`src/rtl/lif_array.sv`:
```
// lif_array: time-multiplexed array of leaky integrate-and-fire neurons.
// A tick divider starts a sweep that updates one channel per clock.
//
// Ports:
//   clk, rst_n   clock, async active-low reset
//   en           tick divider run enable
//   clr          sync clear of neuron state and overrun
//   thresh       firing threshold, latched at sweep start
//   i_in         per-channel unsigned input current, ch k at [k*W +: W]
//   spike        per-channel spike flag, held until next processing edge
//   busy         high while a sweep is running
//   sweep_done   one-cycle pulse after the last channel update
//   heartbeat    toggles on every tick
//   overrun      sticky, set when a tick arrives during a sweep
module lif_array #(
    parameter int NCH       = 4,
    parameter int W         = 8,
    parameter int PW        = 12,
    parameter int LEAK_SH   = 3,
    parameter int REF_TICKS = 2,
    parameter int TICK_DIV  = 50_000_000
) (
    input  logic              clk,
    input  logic              rst_n,
    input  logic              en,
    input  logic              clr,
    input  logic [PW-1:0]     thresh,
    input  logic [NCH*W-1:0]  i_in,
    output logic [NCH-1:0]    spike,
    output logic              busy,
    output logic              sweep_done,
    output logic              heartbeat,
    output logic              overrun
);

    localparam int IW = (NCH > 1) ? $clog2(NCH) : 1;
    localparam int DW = $clog2(TICK_DIV);
    localparam logic [DW-1:0] DIV_LAST = DW'(TICK_DIV - 1);
    localparam logic [IW-1:0] IDX_LAST = IW'(NCH - 1);

    typedef enum logic {IDLE, SWEEP} state_t;

    state_t          state_q;
    logic [DW-1:0]   div_q;
    logic            hb_q;
    logic [IW-1:0]   idx_q;
    logic [PW-1:0]   thr_q;
    logic [PW-1:0]   u_q   [NCH];
    logic [3:0]      ref_q [NCH];
    logic [NCH-1:0]  spike_q;
    logic            done_q;
    logic            ovr_q;

    logic            tick;
    logic [PW-1:0]   u_cur;
    logic [3:0]      ref_cur;
    logic [W-1:0]    i_cur;
    logic [PW:0]     leak;
    logic [PW:0]     sum;
    logic [PW-1:0]   u_d;
    logic            fire;

    assign tick = en && (div_q == DIV_LAST);

    // Datapath for the channel selected by idx_q.
    // U - (U >> LEAK_SH) never underflows, so only the top end saturates.
    always_comb begin
        u_cur   = u_q[idx_q];
        ref_cur = ref_q[idx_q];
        i_cur   = i_in[int'(idx_q)*W +: W];
        leak    = '0;
        if (LEAK_SH != 0)
            leak = {1'b0, u_cur} >> LEAK_SH;
        sum  = {1'b0, u_cur} - leak + {{(PW+1-W){1'b0}}, i_cur};
        u_d  = sum[PW] ? {PW{1'b1}} : sum[PW-1:0];
        fire = (u_d >= thr_q);
    end

    always_ff @(posedge clk or negedge rst_n) begin
        if (!rst_n) begin
            div_q   <= '0;
            hb_q    <= 1'b0;
            state_q <= IDLE;
            idx_q   <= '0;
            thr_q   <= '0;
            spike_q <= '0;
            done_q  <= 1'b0;
            ovr_q   <= 1'b0;
            for (int k = 0; k < NCH; k++) begin
                u_q[k]   <= '0;
                ref_q[k] <= '0;
            end
        end else begin
            // Divider and heartbeat keep running through clr.
            if (en)
                div_q <= tick ? '0 : div_q + 1'b1;
            if (tick)
                hb_q <= ~hb_q;
            done_q <= 1'b0;

            if (clr) begin
                state_q <= IDLE;
                idx_q   <= '0;
                spike_q <= '0;
                ovr_q   <= 1'b0;
                for (int k = 0; k < NCH; k++) begin
                    u_q[k]   <= '0;
                    ref_q[k] <= '0;
                end
            end else begin
                unique case (state_q)
                    IDLE: begin
                        if (tick) begin
                            state_q <= SWEEP;
                            idx_q   <= '0;
                            thr_q   <= thresh;
                        end
                    end
                    SWEEP: begin
                        // A tick mid-sweep is dropped, the sweep goes on.
                        if (tick)
                            ovr_q <= 1'b1;
                        if (ref_cur != 4'd0) begin
                            ref_q[idx_q]   <= ref_cur - 4'd1;
                            u_q[idx_q]     <= '0;
                            spike_q[idx_q] <= 1'b0;
                        end else if (fire) begin
                            ref_q[idx_q]   <= 4'(REF_TICKS);
                            u_q[idx_q]     <= '0;
                            spike_q[idx_q] <= 1'b1;
                        end else begin
                            u_q[idx_q]     <= u_d;
                            spike_q[idx_q] <= 1'b0;
                        end
                        if (idx_q == IDX_LAST) begin
                            state_q <= IDLE;
                            idx_q   <= '0;
                            done_q  <= 1'b1;
                        end else begin
                            idx_q <= idx_q + 1'b1;
                        end
                    end
                    default: state_q <= IDLE;
                endcase
            end
        end
    end

    assign spike      = spike_q;
    assign busy       = (state_q == SWEEP);
    assign sweep_done = done_q;
    assign heartbeat  = hb_q;
    assign overrun    = ovr_q;

endmodule

```
`config.mk`:
```
export PLATFORM = sky130hd
export DESIGN_NAME = lif_array
export DESIGN_NICKNAME = d
export VERILOG_FILES = /design/src/rtl/lif_array.sv
export SDC_FILE = /design/constraint.sdc
export NUM_CORES = 1
export LEC_CHECK = 0
export ABC_AREA = 0
export CAP_MARGIN = 10
export CORE_UTILIZATION = 40
export DETAILED_ROUTE_END_ITERATION = 10
export GPL_TIMING_DRIVEN = 0
export SYNTH_ARGS = -nofsm -noshare
export SYNTH_HDL_FRONTEND = slang
export SYNTH_SLANG_ARGS = --single-unit
```
`constraint.sdc`:
```
create_clock -name clk -period 7.4 [get_ports clk]
set_input_delay 0.74 -clock clk [delete_from_list [all_inputs] [get_ports clk]]
set_output_delay 0.74 -clock clk [all_outputs]
set_load 0.02 [all_outputs]
```
**Word level (Yosys, flattened, before mapping)**

Index checks and enable logic that the tools add are counted.

- Register bits after elaboration: 112
- Logic and storage cells: 94
- Input port bits: 48
- Output and inout port bits: 8

- Multiplexer cells: 42
- Shifts and indexed selects: 1
- $lt $le $gt $ge: 5
- $add $sub $neg: 5
- Bitwise gates (word level): 12
- Equality and inequality tests: 3
- Reduce and logical (&&, ||, !) cells: 10

Operator list:

| operator | count |
|---|---|
| $mux W48 | 4 |
| $mux W16 | 4 |
| $and A48 B48 Y48 | 1 |
| $bwmux W48 | 1 |
| $mux W12 | 4 |
| $not A48 Y48 | 1 |
| $shiftx A32 B6 Y8 | 1 |
| $mux W4 | 7 |
| $add A26 B1 Y26 const B | 1 |
| $eq A26 B26 Y1 const B | 1 |
| $mux W26 | 1 |
| $bmux W12 S2 | 1 |
| $demux W12 S2 | 1 |
| $bwmux W16 | 1 |
| $add A13 B8 Y13 | 1 |
| $sub A12 B9 Y13 | 1 |
| $and A12 B12 Y12 | 1 |
| $ge A12 B12 Y1 | 1 |
| $not A12 Y12 | 1 |
| $mux W1 | 10 |
| $bmux W4 S2 | 1 |
| $demux W4 S2 | 1 |
| $or A4 B4 Y4 | 2 |
| $mux W2 | 3 |
| 21 further kinds | 27 |

**Logic depth before layout (Yosys ltp)**

- Depth in word-level cells: 12
- Depth in mapped cells: 23
- Depth with buffers taken out: 19

**Worst setup path after synthesis**

No wires, ideal clock.

- Path type: register -> register
- From: reg idx_q[0]
- To: reg u_q[13] in the netlist's numbering
- Arrival time: 5.451 ns
- Buffers on the path: 4
- Library setup time: 0.083 ns
- Slack: 1.866 ns
- Data required time: 7.317 ns
- Stages on the path, launching flop included: 21
- Clock period less this slack: 5.534 ns
- Cells stage by stage: dfrtp_1 > buf_2 > buf_1 > mux4_2 > fa_1 > inv_1 > ha_1 > and3_1 > a221oi_2 > o31a_1 > a21oi_1 > buf_2 > nor3_2 > inv_1 > ha_1 > a21o_1 > a211o_1 > a211oi_4 > nand4_1 > clkbuf_1 > o21ai_0

- Longest elaborated chain between the ends: 12
- Elaborated cells on any way between the ends: 25
- Those cells by class: add/sub: 2; order compare: 3; shift: 1; mux: 14; bitwise: 3; reduce/logical: 2

RTL lines:

| what | line | RTL |
|---|---|---|
| start: declaration | 46 | `logic [IW-1:0] idx_q;` |
| start signal: assignment | 140 | `idx_q <= idx_q + 1'b1;` |
| $not A2 Y3 (implied by the code) | -- |  |
| $bmux W12 S2 | 68 | `u_cur = u_q[idx_q];` |
| $mux W12 (implied by the code) (2 in series) | 68 |  |
| $sub A12 B9 Y13 | 74 | `sum = {1'b0, u_cur} - leak + {{(PW+1-W){1'b0}}, i_cur};` |
| $add A13 B8 Y13 | 74 |  |
| $mux W12 | 75 | `u_d = sum[PW] ? {PW{1'b1}} : sum[PW-1:0];` |
| $ge A12 B12 Y1 / $bwmux W48 (equally long branches) | 76, 132 |  |
| $mux W48 | 127 | `end else if (fire) begin` |
| $mux W48 (*) | 123 | `if (ref_cur != 4'd0) begin` |
| $mux W48 (*) | 111 | `unique case (state_q)` |
| $mux W48 (*) | 101 | `if (clr) begin` |
| end signal: indexed assignment | 132 | `u_q[idx_q] <= u_d;` |
| end: declaration | 48 | `logic [PW-1:0] u_q [NCH];` |

Mark *: on every way between the ends. The rest lies on a longest branch, timed or not. The select of a mux whose other input is x is not followed.
A chain may end at the register's enable or synchronous reset.

**Worst setup path after layout**

- From: reg idx_q[0]
- To: reg u_q[41] in the netlist's numbering

The elaborated chain is that of the path after synthesis.

==> metrics <==
# clock sinks=112; CTS clock-pin slew for the worst setup and hold paths=roughly 0.070 ns; worst vdd ir=0.118 mV; Hold WC Path Type=in -> async; vias in the first global route=between 5000 and 6000; Core ar.=15900 um2; outcome=complete, no violations; Syn-to-layout area delta=16.8%; layout cells sized above 1=around 11%; WL final=15000 um; Die H=130 um; Root Buffer=clkbuf_16; worst reg2reg endpoint=u_q[41]; Critical Path RT=about 7.7 ns; Nets=799; Unique masters post-synth=55; Async S/R FF share, synth=100%; LEAKAGE=~0.0034 uW; io pins=56; setup tns final=0 ns; estimated wirelength of the detail-placed design=around 11000 um; Cells after Synth=roughly 650; Post-synth top cells=dfrtp_1 (112), nand2_1 (80), inv_1 (65); 1st-iter DRT viols=234; post-layout min period=just under 7 ns; initial antenna violation count=0; die area=17000 um2; Placer Congestion=~0.86; Antenna diodes=0; Setup crit end=u_q[41]; Clock Skews=between 0.01 and 0.015 ns; Slew Viols, Final=0; most frequent cell after synthesis=dfrtp_1; Top FF cell, synth=dfrtp_1; period utilization=around 94%; r2r setup slk=~0.48 ns; PD cells=168 nW/um2; CP endpoint kind=flip-flop; H-tree depth=3; crit path kind=reg -> reg; DP Worst Slack=between 0.1 and 0.15 ns; CTS max path bufs=2; Post-CTS Setup Repair Bufs=0; Worst EP arrival=between 7 and 8 ns; Startpoint Class=flip-flop; Worst Setup Slack, final=0.479 ns; path depth of the worst reg2reg path=19; Resized cells post-CTS=0; # rows=46; drt pass-1 iters=4; sequential element share of the synthesized area=between 40% and 50%; leading area contributor after synthesis=dfrtp_1; Yosys warnings=0; starting density of the core=41.2%; slew at the pin closest to its max-slew limit=~0.9 ns; Slew headroom=about two fifths; RSZ-0062 raised after global routing=false; DR vias/cell=between 5 and 6; placed cell areas=about 7400 um2; Hold Slack=about 0.38 ns; share of the synthesized area in the top cell type=~43%; Total Power=about 1300 uW; Die W=130 um; first-pass GRT wire length=24900 um; final hold vios=0; grt ovf=0; Synth Register Bits=about 110; CP startpoint=idx_q[0]; Syn Nets=between 700 and 800; Worst-Skew Late Latency=0.36 ns; FF-to-FF Start=idx_q[0]; # DRC=0; f_max=0.144 GHz; port bufs=54; DRT antenna net count=0; main area contributors after synthesis=dfrtp_1 (43%), mux4_2 (7.9%), ha_1 (6.1%); CP max FO=10; Routed wire per std cell=16.1 um; Tot GR Track Use=roughly a fifth; Max Cap Viol=0; mean post-synth cell area=just over 10 um2; final setup vio count=0; TritonCTS clock tree=done; number of synthesized flops with an enable pin=0; synthesized area=6580 um2; pin count of the biggest net entering global routing=72; vias=4940; Final Cell Area=between 7000 and 8000 um2; Num CTS Buffers=9
==> through the flow <==
step / util (%) / std cells
2_1_floorplan: - / 646
3_3_place_gp: 46.3 / 916
3_5_place_dp: 46.5 / 917
4_1_cts: 48.2 / 933
5_1_grt: 48.2 / 932
6_report: 48.2 / 932
==> critical path, cell delays in order, from the launching register on <==
cell and delay [ns]:
dfrtp_1 0.37, buf_2 0.35, buf_1 0.67, mux4_2 0.65
fa_1 0.56, inv_1 0.04, ha_1 0.36, and3_1 0.18
a221oi_2 0.42, o31a_1 0.22, a21oi_1 0.12, nor3_1 0.61
ha_1 0.35, nand2b_1 0.14, a21o_1 0.19, a211o_1 0.34
a211oi_4 0.47, nand4_1 0.23, clkbuf_1 0.32, o21ai_0 0.24
==> state kept, by name (all words and copies together), names as in the netlist <==
register,count
ref_q,16
idx_q,2
busy,1
thr_q,12
heartbeat,1
div_q,26
spike,4
overrun,1
sweep_done,1
u_q,48
==> worst min path at each step <==
stage,end,slack [ns],cells past startpoint
2_1_floorplan,busy,0.44,0
3_3_place_gp,heartbeat,0.46,1
3_5_place_dp,u_q[33],0.47,2
4_1_cts,ref_q[11],0.39,1
5_1_grt,ref_q[11],0.42,1
6_report,ref_q[11],0.38,1
==> routing by layer <==
metal / GRT usage (%) / share of wire (%) / vias to the layer above
li1: - / - / 2375
met1: 24.9 / 45 / 2436
met2: 32.8 / 49 / 114
met3: 2.42 / 4.5 / 15
met4: 6.84 / 1.5 / 0
met5: 0 / 0 / -
==> power breakdown <==
group / internal (uW) / switching (uW)
clock network: 239 / 220
logic: 84.9 / 101
registers: 629 / 19.9
total: 953 / 341
==> cells by family after synthesis <==
| family | count (synthesis) | synth area share [%] |
|---|---|---|
| compound gates | 132 | 12.0 |
| simple gates | 197 | 15.6 |
| flops | 112 | 42.6 |
| buf+inv | 94 | 5.78 |
| fa+ha+maj | 40 | 8.53 |
| mux | 39 | 11.2 |
| xor+xnor | 32 | 4.26 |
==> cell type report <==
class	instances	area (um2)
plain buffers	28	133
clock buffers	12	246
clock inverters	4	28.8
fillers	1516	8260
inverters	65	244
multi-input cells	440	3390
flip-flops and latches	112	2800
well taps	216	270
repair buffers	55	566
==> layout by cell type, fill, tap and decap left out, types with 16 or more instances in the layout <==
cell / netlist / final
ha_1: 32 / 32
nand2b_1: 17 / 17
a21oi_1: 29 / 29
xor2_1: 16 / 16
xnor2_1: 16 / 16
inv_1: 65 / 65
mux4_2: 23 / 23
clkbuf_1: 17 / 19
dfrtp_1: 112 / 112
nor2_1: 29 / 29
nand2_1: 80 / 80
nand4_1: 16 / 16
clkdlybuf4s50_1: 0 / 53
o21ai_0: 63 / 63
==> repair_timing <==
action	4_1_cts	5_1_grt
hold endpoints to repair	0	0
endpoints found under the setup margin	0	40
hold buffers	0	0
(Power assumes the default switching activity.)
